$ cat src/rtl/quad_decoder_counter.sv
// Quadrature decoder with integrated position counter.
// Synchronises and glitch-filters the A/B encoder phases, decodes the Gray
// sequence into up/down steps, accumulates a wrapping position, supports a
// parallel load and raises a sticky flag on illegal double-phase jumps.
module quad_decoder_counter #(
    parameter int WIDTH  = 8,
    parameter int FILTER = 3
) (
    input  logic             clk,
    input  logic             reset,
    input  logic             a_in,
    input  logic             b_in,
    input  logic             load,
    input  logic [WIDTH-1:0] load_val,
    input  logic             clr_err,
    output logic [WIDTH-1:0] pos,
    output logic             dir,
    output logic             step,
    output logic             err
);

    // Filter counter only needs to reach FILTER; it saturates there.
    localparam int CW = (FILTER < 2) ? 1 : $clog2(FILTER + 1);

    // Successor of a phase state when the encoder moves in the up direction.
    function automatic logic [1:0] next_up(input logic [1:0] st);
        logic [1:0] r;
        case (st)
            2'b00:   r = 2'b01;
            2'b01:   r = 2'b11;
            2'b11:   r = 2'b10;
            default: r = 2'b00;
        endcase
        return r;
    endfunction

    logic [1:0]       sync1_q, sync2_q;
    logic [1:0]       warm_q, warm_d;
    logic [1:0]       cand_q, cand_d;
    logic [CW-1:0]    cnt_q, cnt_d;
    logic [1:0]       filt_q, filt_d;
    logic             filt_vld_q, filt_vld_d;
    logic [WIDTH-1:0] pos_q, pos_d;
    logic             dir_q, dir_d;
    logic             step_q, step_d;
    logic             err_q, err_d;

    logic [1:0]       s;
    logic             hit;
    logic             accept;
    logic             is_up, is_down, is_illegal;

    assign s = sync2_q;

    // Two-flop synchroniser for the asynchronous phase inputs.
    always_ff @(posedge clk) begin
        if (reset) begin
            sync1_q <= 2'b00;
            sync2_q <= 2'b00;
        end else begin
            sync1_q <= {a_in, b_in};
            sync2_q <= sync1_q;
        end
    end

    // Joint 2-bit stability filter. The warm-up phase keeps the reset
    // value of the synchroniser from being mistaken for a real encoder
    // state, so the first accepted value really comes from the pins.
    always_comb begin
        warm_d = warm_q;
        cand_d = cand_q;
        cnt_d  = cnt_q;
        hit    = 1'b0;
        if (warm_q != 2'd2) begin
            warm_d = warm_q + 2'd1;
            cand_d = s;
            cnt_d  = '0;
        end else if (s != cand_q) begin
            cand_d = s;
            cnt_d  = CW'(1);
            hit    = (FILTER == 1);
        end else begin
            if (int'(cnt_q) < FILTER) begin
                cnt_d = cnt_q + CW'(1);
            end
            hit = ((int'(cnt_q) + 1) == FILTER);
        end
    end

    assign accept     = hit && (!filt_vld_q || (s != filt_q));
    assign is_up      = filt_vld_q && (next_up(filt_q) == s);
    assign is_down    = filt_vld_q && (next_up(s) == filt_q);
    assign is_illegal = filt_vld_q && ((filt_q ^ s) == 2'b11);

    // Decode accepted transitions into position, direction, step and error.
    always_comb begin
        filt_d     = filt_q;
        filt_vld_d = filt_vld_q;
        pos_d      = pos_q;
        dir_d      = dir_q;
        step_d     = 1'b0;
        err_d      = err_q;

        if (accept) begin
            filt_d     = s;
            filt_vld_d = 1'b1;
        end

        if (clr_err) begin
            err_d = 1'b0;
        end
        if (accept && is_illegal) begin
            err_d = 1'b1;
        end

        // Load wins; the coincident step is dropped but filt still moves on.
        if (load) begin
            pos_d = load_val;
        end else if (accept && is_up) begin
            pos_d  = pos_q + WIDTH'(1);
            dir_d  = 1'b0;
            step_d = 1'b1;
        end else if (accept && is_down) begin
            pos_d  = pos_q - WIDTH'(1);
            dir_d  = 1'b1;
            step_d = 1'b1;
        end
    end

    // Filter and decoder state registers.
    always_ff @(posedge clk) begin
        if (reset) begin
            warm_q     <= 2'd0;
            cand_q     <= 2'b00;
            cnt_q      <= '0;
            filt_q     <= 2'b00;
            filt_vld_q <= 1'b0;
            pos_q      <= '0;
            dir_q      <= 1'b0;
            step_q     <= 1'b0;
            err_q      <= 1'b0;
        end else begin
            warm_q     <= warm_d;
            cand_q     <= cand_d;
            cnt_q      <= cnt_d;
            filt_q     <= filt_d;
            filt_vld_q <= filt_vld_d;
            pos_q      <= pos_d;
            dir_q      <= dir_d;
            step_q     <= step_d;
            err_q      <= err_d;
        end
    end

    assign pos  = pos_q;
    assign dir  = dir_q;
    assign step = step_q;
    assign err  = err_q;

endmodule

$ cat config.mk
export PLATFORM = sky130hd
export DESIGN_NAME = quad_decoder_counter
export DESIGN_NICKNAME = d
export VERILOG_FILES = /design/src/rtl/quad_decoder_counter.sv
export SDC_FILE = /design/constraint.sdc
export NUM_CORES = 1
export LEC_CHECK = 0
export ABC_AREA = 1
export BUFFER_PORTS_ARGS = -buffer_cell sky130_fd_sc_hd__buf_2
export CELL_PAD_IN_SITES_DETAIL_PLACEMENT = 1
export CELL_PAD_IN_SITES_GLOBAL_PLACEMENT = 2
export CORE_MARGIN = 8
export CORE_UTILIZATION = 33
export CTS_CLUSTER_DIAMETER = 100
export DETAILED_ROUTE_END_ITERATION = 7
export PLACE_DENSITY_LB_ADDON = 0.1
export SETUP_SLACK_MARGIN = 0.2
export SKIP_CTS_REPAIR_TIMING = 1
export SLEW_MARGIN = 20
export SYNTH_ARGS = -nofsm -noshare
export SYNTH_HDL_FRONTEND = slang
export SYNTH_SLANG_ARGS = --single-unit
export TNS_END_PERCENT = 10
$ cat constraint.sdc
create_clock -name clk -period 3.6 [get_ports clk]
set_clock_uncertainty 0.1 [all_clocks]
set_input_delay 0.36 -clock clk [delete_from_list [all_inputs] [get_ports clk]]
set_output_delay 0.36 -clock clk [all_outputs]
set_load 0.05 [all_outputs]
==> flow_metrics.py, run 1 <==
metrics = {
    "timing": {
        "min_period_ns": 2.55,
        "slew_headroom": 0.761,
        "layout_setup_ws_ns": 1.05,
        "setup_viol": 0,
        "worst_pin_slew_ns": 0.354,
        "slew_viol_final": 0,
        "tns_ns": 0,
        "whs_ns": 0.183,
        "max_freq_mhz": 392,
        "hold_viol": 0,
        "finalCritPeriodShare": 0.708,
        "rsz0062_at_grt": "no",
    },
    "drt": {
        "antenna_left": 0,
        "routed_wl_mm": 3.56,
        "dr.pass1.iters": 4,
        "vias": 1238,
        "route.met3.wl_um": 253,
        "routed.top_layer": "met4",
        "wl_met1_mm": 1.74,
        "route.met2.wl_mm": 1.55,
        "vias_per_cell": 4.73,
        "drt_iter0_drc": 48,
        "drc": 0,
        "wl_per_cell_um": 13.6,
    },
    "critical_path": {
        "cp_common_cell": "nand2_1",
        "endpoint_kind": "flop",
        "critPathTopFamily": "simple AND/OR/NAND/NOR gates",
        "worst_setup_path_start_kind": "flop",
        "critPathBufInv": 1,
        "path_max_fanout": 10,
        "crit_required_ns": 3.65,
        "cp_slowest_cell": "dfxtp_1",
        "arrival_ns": 2.60,
        "crit_type": "flop to flop",
        "slowest_delay_ns": 0.44,
        "cp_cell_sequence": "inv_1 -> nand2_1 -> nand3_1 -> nor2_4 -> nand3_4 -> ha_1 -> a21oi_1 -> nand2_1 -> nand2_1 -> nand2_1 -> a21oi_1 -> xnor2_1 -> a21oi_1 -> nor2_1",
    },
    "die": {
        "ios": 25,
        "coreArea_um2": 4000,
        "start_util": 0.341,
        "fp.dieH_um": 80.3,
        "die_area_um2": 6450,
        "die_w_um": 80.3,
        "placementRows": 23,
    },
    "yosys": {
        "synth_top_area_cell": "dfxtp_1",
        "netlist_instances": 187,
        "synth_compound_area_frac": 0.122,
        "ys_ff_latch": 24,
        "ys.flop_type": "dfxtp_1",
        "synthXorXnorAreaFrac": 0.0449,
        "ys_warn_count": 0,
        "synthAdderAreaFrac": 0.106,
        "synth_top_family_by_area": "simple AND/OR/NAND/NOR gates",
        "postSynthAreaPerCell_um2": 7.30,
        "synth_simple_gate_area_frac": 0.284,
        "syn-num-nets": 212,
        "synth_area_leaders": "dfxtp_1 (35%), nand2_1 (12%), ha_1 (9.2%), inv_1 (6.9%), a21oi_1 (5.1%)",
        "synth_edf_count": 0,
        "ys_async_sr_fraction": 0,
        "netlist-cell-type-count": 29,
        "synthMuxAreaShare": 0,
        "ys_seq_area_frac": 0.352,
        "synth_area_um2": 1370,
        "netlist.area_leader.share": 0.352,
    },
    "min_path": {
        "hp-class": "input pin to flop",
    },
    "clock_tree": {
        "clock_path_buffers": 2,
        "cts.sinks": 24,
        "clock_latency_ns": 0.27,
        "clk_pin_slew_ns": 0.10,
        "cts_buffers": 3,
        "tritoncts": "built",
        "root_buffer": "clkbuf_8",
        "htree_num_levels": 1,
    },
    "global_route": {
        "grt_max_degree": 18,
        "grt_pass1_wl_mm": 5.99,
        "grt_pass1_vias": 1225,
        "antenna_found_initial": 0,
        "grt.overflow.total": 0,
        "grt_usage": 0.116,
    },
    "finish": {
        "final_nets": 238,
        "fin_util": 0.399,
        "drive_above_1_share": 0.179,
        "num-fill-cells": 507,
        "layout_commonest_cell": "nand2_1",
        "final_cell_mix": "nand2_1 (45), inv_1 (25), dfxtp_1 (24), buf_2 (24), nor2_1 (17)",
        "area_growth_pct": 17.0,
        "final_cell_count_no_fill": 262,
        "antenna_cells": 0,
    },
    "placement": {
        "port_buffers": 24,
        "dp_cells": 258,
        "dp_hpwl_mm": 2.82,
        "gp_congestion": 0.793,
        "pre_cts_slack_ns": 1.07,
    },
    "pwr": {
        "p_leak_nw": 0.772,
        "power.density_nw_per_um2": 422,
        "ir_worst_vdd_v": 0.000156,
    },
    "outcome": {
        "status": "completed",
    },
    "flow_run": {
        "maxCapViolations": 0,
    },
}
==> registers in the layout (all words and copies together), names as in the netlist <==
signal / count
cand_q: 2
dir: 1
s: 2
filt_q: 2
cnt_q: 2
warm_q: 2
err: 1
pos: 8
step: 1
filt_vld_q: 1
sync1_q: 2
==> synthesized netlist by cell type (2+ instances only) <==
cell     number
nand3_1      13
a21oi_1      14
inv_1        25
nand2_2       3
xor2_1        2
ha_1         10
o21ai_0       6
nand2_1      45
inv_2         2
nor2_1       17
dfxtp_1      24
xnor2_1       5
a31oi_1       4
nor2_4        2
==> path summary, 6_finish.rpt <==
kind	from	to	slack (ns)	cells after the start
setup / recovery	s[0]$_SDFF_PP0_	pos[6]$_SDFFE_PP0P_	1.05	14
hold / removal	a_in	sync1_q[1]$_SDFF_PP0_	0.18	3
setup reg to reg	s[0]$_SDFF_PP0_	pos[6]$_SDFFE_PP0P_	1.05	14
hold reg to reg	sync1_q[0]$_SDFF_PP0_	s[0]$_SDFF_PP0_	0.31	2
==> per-layer routing <==
layer	vias up	track usage
met1	562	0.159
met3	2	0.0290
li1	645	-
met2	29	0.178
met5	-	0
met4	0	0.0218
==> area by class of cell <==
class,count,area (um2),share of cell area
clock buffer,3,41.3,0.0259
clock inverter,1,30.0,0.0188
inverter,27,101,0.0635
multi-input combinational,133,761,0.476
sequential,24,480,0.301
tap,50,62.6,0.0392
timing repair buffer,24,120,0.0752
==> cells by family (layout without fill, tap and decap cells) <==
family | Yosys count | in the layout
DFF | 24 | 24
xor gates and xnor gates | 7 | 7
buffers and inverters | 30 | 55
AOI/OAI and AO/OA | 29 | 29
and+or+nand+nor | 86 | 86
adders and majority gates | 11 | 11
==> per-stage QoR <==
| stage | power, mW | cell area [um2] |
|---|---|---|
| after floorplan | 0.402 | 1370 |
| after global placement | 0.432 | 1530 |
| after detailed placement | 0.438 | 1530 |
| after CTS | 0.683 | 1600 |
| after global routing | 0.711 | 1600 |
| final | 0.673 | 1600 |
==> report_power, final <==
group	internal [mW]	leakage, nW	switching (mW)
Combinational	0.0475	0.540	0.0835
Sequential	0.285	0.197	0.0160
Clock	0.149	0.0357	0.0931
Total	0.481	0.772	0.193
==> worst reg2reg max path: cells and delay by family (launching register included) <==
| kind | cells | cell delay (ns) |
|---|---|---|
| xor gates and xnor gates | 1 | 0.10 |
| AOI/OAI and AO/OA | 3 | 0.48 |
| DFF | 1 | 0.44 |
| buffers and inverters | 1 | 0.11 |
| and+or+nand+nor | 8 | 0.82 |
| adders and majority gates | 1 | 0.39 |
(Power assumes the default switching activity.)
==> run 2: changes to the inputs <==
--- a/config.mk
+++ b/config.mk
@@ -10,7 +10,7 @@
 export CELL_PAD_IN_SITES_DETAIL_PLACEMENT = 1
 export CELL_PAD_IN_SITES_GLOBAL_PLACEMENT = 2
 export CORE_MARGIN = 8
-export CORE_UTILIZATION = 33
+export CORE_UTILIZATION = 30
 export CTS_CLUSTER_DIAMETER = 100
 export DETAILED_ROUTE_END_ITERATION = 7
 export PLACE_DENSITY_LB_ADDON = 0.1
==> constraint.sdc (replaced) <==
create_clock -name clk -period 2.6 [get_ports clk]
set_clock_uncertainty 0.1 [all_clocks]
set_input_delay 0.26 -clock clk [delete_from_list [all_inputs] [get_ports clk]]
set_output_delay 0.26 -clock clk [all_outputs]
set_load 0.05 [all_outputs]
==> run 2 against run 1 <==
  * Clock-buffer cell count rose by 1
  * Clock power up 8.7%
  * Sequential power up 39%
  * Worst setup slack worse by 0.77 ns
  * Combinational power increased by 63%
  * Global-route usage decreased by 0.64 points
  * Largest cell class unchanged
  * Cell count up 6.1%
  * Utilization rose by 2.2 points
  * Worst hold slack worse by 0.10 ns
  * Via count rose by 7.5%
==> flow_metrics.py, run 2 (synthesis gave the netlist of run 1 again) <==
metrics = {
    "die": {
        "start_util": 0.311,
        "ios": 25,
        "fp.dieH_um": 83.5,
        "coreArea_um2": 4380,
        "die_area_um2": 6960,
        "die_w_um": 83.5,
        "placementRows": 24,
    },
    "drt": {
        "routed_wl_mm": 4.17,
        "drc": 0,
        "antenna_left": 0,
        "vias_per_cell": 4.79,
        "drt_iter0_drc": 32,
        "vias": 1331,
        "wl_per_cell_um": 15.0,
        "dr.pass1.iters": 4,
    },
    "global_route": {
        "grt_max_degree": 18,
        "grt_pass1_vias": 1391,
        "grt.overflow.total": 0,
        "grt_pass1_wl_mm": 6.45,
        "grt_usage": 0.110,
        "antenna_found_initial": 0,
    },
    "finish": {
        "layout_commonest_cell": "nand2_1",
        "largest_reg_flops": 8,
        "final_nets": 252,
        "area_growth_pct": 35.1,
        "final_cell_count_no_fill": 278,
        "drive_above_1_share": 0.350,
        "antenna_cells": 0,
        "final_cell_mix": "nand2_1 (38), inv_1 (24), buf_2 (24)",
    },
    "clock_tree": {
        "htree_num_levels": 1,
        "cts_buffers": 3,
        "clock_latency_ns": 0.27,
        "root_buffer": "clkbuf_8",
        "cts.sinks": 24,
        "clk_pin_slew_ns": 0.10,
        "clock_path_buffers": 2,
        "tritoncts": "built",
    },
    "timing": {
        "slew_viol_final": 0,
        "hold_viol": 0,
        "min_period_ns": 2.32,
        "slew_headroom": 0.758,
        "rsz0062_at_grt": "yes",
        "worst_pin_slew_ns": 0.363,
        "finalCritPeriodShare": 0.894,
        "max_freq_mhz": 430,
        "tns_ns": 0,
        "setup_viol": 0,
        "whs_ns": 0.0833,
    },
    "placement": {
        "port_buffers": 24,
        "dp_hpwl_mm": 2.99,
        "gp_congestion": 0.837,
        "dp_cells": 260,
    },
    "critical_path": {
        "endpoint_kind": "flop",
        "arrival_ns": 2.39,
        "cp_slowest_cell": "dfxtp_4",
        "critPathBufInv": 0,
        "cp_common_cell": "nand2_2",
        "worst_setup_path_start_kind": "flop",
        "path_max_fanout": 5,
        "cp_cell_sequence": "xnor2_1 -> nand3_2 -> nand3_4 -> ha_4 -> a21oi_1 -> nand2_2 -> nand2_2 -> nand2_2 -> a21oi_2 -> xnor2_1 -> a21oi_1 -> nor2_1",
        "critPathTopFamily": "simple AND/OR/NAND/NOR gates",
        "crit_required_ns": 2.67,
        "slowest_delay_ns": 0.39,
        "crit_type": "flop to flop",
    },
    "pwr": {
        "p_leak_nw": 0.845,
        "netSwitchingFraction": 0.314,
        "combPwrFrac": 0.240,
        "seqPwrFrac": 0.466,
        "ir_worst_vdd_v": 0.000177,
        "power.density_nw_per_um2": 485,
        "internal_power_uw": 613,
        "clkPwrFrac": 0.294,
        "switching_power_uw": 281,
    },
    "min_path": {
        "hp-class": "input pin to flop",
    },
    "flow_run": {
        "maxCapViolations": 0,
    },
    "outcome": {
        "status": "completed",
    },
}
-- run 2: cell count changes in the layout (fill, tap and decap cells not counted), sizes merged --
cell,previous run,this run
bufinv,1,0
nand3,14,15
buf,24,37
clkbuf,3,4
-- run 2: layer usage --
metal / vias up / track usage / part of all wire
met5: - / 0 / 0
li1: 675 / - / -
met2: 12 / 0.207 / 0.56
met1: 640 / 0.116 / 0.40
met4: 0 / 0.0471 / 0.013
met3: 4 / 0.0166 / 0.021
-- run 2: layout make-up --
class,instances,area (um2)
well taps,52,65.1
flip-flops and latches,24,490
multi-input cells,134,912
clock buffers,4,55.1
repair buffers,37,218
fillers,551,2540
inverters,27,104
-- run 2: worst paths after layout --
path,slack [ns],depth (start not counted),end,start
setup / recovery,0.28,12,pos[6]$_SDFFE_PP0P_,s[0]$_SDFF_PP0_
hold / removal,0.08,3,sync1_q[0]$_SDFF_PP0_,b_in
setup reg to reg,0.28,12,pos[6]$_SDFFE_PP0P_,s[0]$_SDFF_PP0_
hold reg to reg,0.31,2,s[1]$_SDFF_PP0_,sync1_q[1]$_SDFF_PP0_
-- run 2: power groups by stage --
| stage | logic (mW) | registers [mW] | clock network, mW |
|---|---|---|---|
| global placement | 0.177 | 0.423 | 0 |
| detailed placement | 0.187 | 0.424 | 0 |
| finish | 0.214 | 0.417 | 0.263 |
| global route | 0.240 | 0.421 | 0.280 |
| floorplan | 0.112 | 0.445 | 0 |
| CTS | 0.187 | 0.416 | 0.271 |
-- run 2: tightest hold or removal path: cells and delay by family --
family / cells / cell delay [ns]
simple gates: 1 / 0.03
buf+inv: 2 / 0.13
-- run 2: per-stage QoR --
stage                     worst slack, ns  power (mW)  instance area, um2   util
final                               0.276       0.894                1840  0.421
after global routing               0.0869       0.942                1840  0.421
after CTS                         0.00425       0.874                1580  0.361
after detailed placement           0.0231       0.611                1530  0.348
after global placement             0.0840       0.599                1530  0.348
after floorplan                     0.383       0.557                1370      -
==> run 3: changes to the inputs <==
==> constraint.sdc (replaced) <==
create_clock -name clk -period 2.15 [get_ports clk]
set_clock_uncertainty 0.1 [all_clocks]
set_input_delay 0.215 -clock clk [delete_from_list [all_inputs] [get_ports clk]]
set_output_delay 0.215 -clock clk [all_outputs]
set_load 0.05 [all_outputs]
==> run 3 against run 2 <==
  * The run now ends with setup timing left
  * Combinational power increased by 42%
  * Clock power increased by 2%
  * Sequential cell count unchanged
  * Critical endpoint unchanged
==> flow_metrics.py, run 3 (synthesis gave the netlist of run 1 again) <==
metrics = {
    "outcome": {
        "status": "finished, violations left",
        "violations": "setup timing",
    },
    "finish": {
        "area_growth_pct": 40.1,
        "final_nets": 262,
        "final_cell_count_no_fill": 287,
        "antenna_cells": 0,
        "layout_commonest_cell": "nand2_1",
        "final_area_um2": 1910,
        "drive_above_1_share": 0.400,
        "fin_util": 0.436,
        "largest_reg_flops": 8,
        "final_cell_mix": "nand2_1 (38), buf_2 (24), inv_1 (23), buf_4 (23)",
    },
    "clock_tree": {
        "htree_num_levels": 1,
        "clk_pin_slew_ns": 0.08,
        "clock_latency_ns": 0.26,
        "tritoncts": "built",
        "clock_path_buffers": 2,
        "cts_buffers": 3,
        "cts.sinks": 24,
        "root_buffer": "clkbuf_8",
    },
    "drt": {
        "vias": 1360,
        "antenna_left": 0,
        "drc": 0,
        "dr.pass1.iters": 4,
        "wl_per_cell_um": 13.9,
        "drt_iter0_drc": 30,
        "vias_per_cell": 4.74,
        "routed_wl_mm": 3.98,
    },
    "critical_path": {
        "crit_required_ns": 2.20,
        "crit_type": "flop to flop",
        "worst_setup_path_start_kind": "flop",
        "endpoint_kind": "flop",
        "arrival_ns": 2.34,
        "path_max_fanout": 5,
    },
    "pwr": {
        "internal_power_uw": 741,
        "ir_worst_vdd_v": 0.000230,
        "power.density_nw_per_um2": 565,
        "seqPwrFrac": 0.471,
        "netSwitchingFraction": 0.313,
        "p_leak_nw": 0.889,
        "clkPwrFrac": 0.248,
        "switching_power_uw": 338,
        "combPwrFrac": 0.282,
    },
    "global_route": {
        "grt_pass1_wl_mm": 6.47,
        "grt_max_degree": 18,
        "grt_usage": 0.109,
        "grt_pass1_vias": 1388,
        "grt.overflow.total": 0,
        "antenna_found_initial": 0,
    },
    "flow_run": {
        "maxCapViolations": 0,
    },
    "timing": {
        "max_freq_mhz": 436,
        "tns_ns": -0.344,
        "worst_pin_slew_ns": 0.359,
        "slew_viol_final": 0,
        "layout_setup_ws_ns": -0.144,
        "hold_viol": 0,
        "setup_viol": 4,
        "min_period_ns": 2.29,
        "slew_headroom": 0.760,
        "rsz0062_at_grt": "yes",
        "finalCritPeriodShare": 1.07,
    },
    "die": {
        "die_area_um2": 6960,
        "coreArea_um2": 4380,
        "start_util": 0.311,
        "ios": 25,
        "placementRows": 24,
        "fp.dieH_um": 83.5,
        "die_w_um": 83.5,
    },
    "placement": {
        "port_buffers": 24,
        "gp_congestion": 0.867,
        "dp_cells": 277,
        "dp_hpwl_mm": 3.07,
        "postPlaceCellArea_um2": 1700,
    },
    "min_path": {
        "hp-class": "input pin to flop",
    },
}
run 3: critical path, stage by stage (launching register included):
cell	delay [ns]
dfxtp_4	0.42
inv_1	0.09
nand2_1	0.10
nand3_2	0.09
nor2_4	0.12
nand3_4	0.16
fa_2	0.41
nand3_2	0.07
nand2_2	0.05
nand2_2	0.08
nand2_2	0.05
a21oi_2	0.15
xnor2_1	0.09
a21oi_1	0.14
nor2_1	0.05
run 3: path summary, 6_finish.rpt:
path         slack, ns                   from               endpoint  cells after the start
max              -0.14        s[0]$_SDFF_PP0_    pos[6]$_SDFFE_PP0P_                     14
min               0.05                   b_in  sync1_q[0]$_SDFF_PP0_                      3
max reg2reg      -0.14        s[0]$_SDFF_PP0_    pos[6]$_SDFFE_PP0P_                     14
min reg2reg       0.31  sync1_q[0]$_SDFF_PP0_        s[0]$_SDFF_PP0_                      2
run 3: layout make-up:
cell class	count	area, um2
clock buffer	3	41.3
inverter	27	106
fill	549	2470
timing repair buffer	47	293
sequential	24	494
multi-input combinational	134	912
tap	52	65.1
run 3: through the flow:
step	hold slack (ns)	setup WS (ns)	power, mW
after CTS	0.0441	-0.246	1.04
after floorplan	0.222	-0.0196	0.680
after global placement	0.290	-0.178	0.759
after global routing	0.0591	-0.336	1.15
after detailed placement	0.297	-0.221	0.774
final	0.0494	-0.144	1.08
run 3: power by group through the flow:
| stage | clock (mW) | sequential, mW | combinational (mW) |
|---|---|---|---|
| 2_1_floorplan | 0 | 0.541 | 0.140 |
| 3_3_place_gp | 0 | 0.510 | 0.249 |
| 3_5_place_dp | 0 | 0.513 | 0.262 |
| 4_1_cts | 0.279 | 0.503 | 0.263 |
| 5_1_grt | 0.297 | 0.514 | 0.341 |
| 6_report | 0.267 | 0.508 | 0.304 |
run 3: routing by layer:
metal,GRT usage,vias to the layer above,part of all wire
met1,0.120,652,0.43
met2,0.210,6,0.55
met5,0,-,0
met4,0.0235,0,0.0048
met3,0.0195,2,0.014
li1,-,700,-
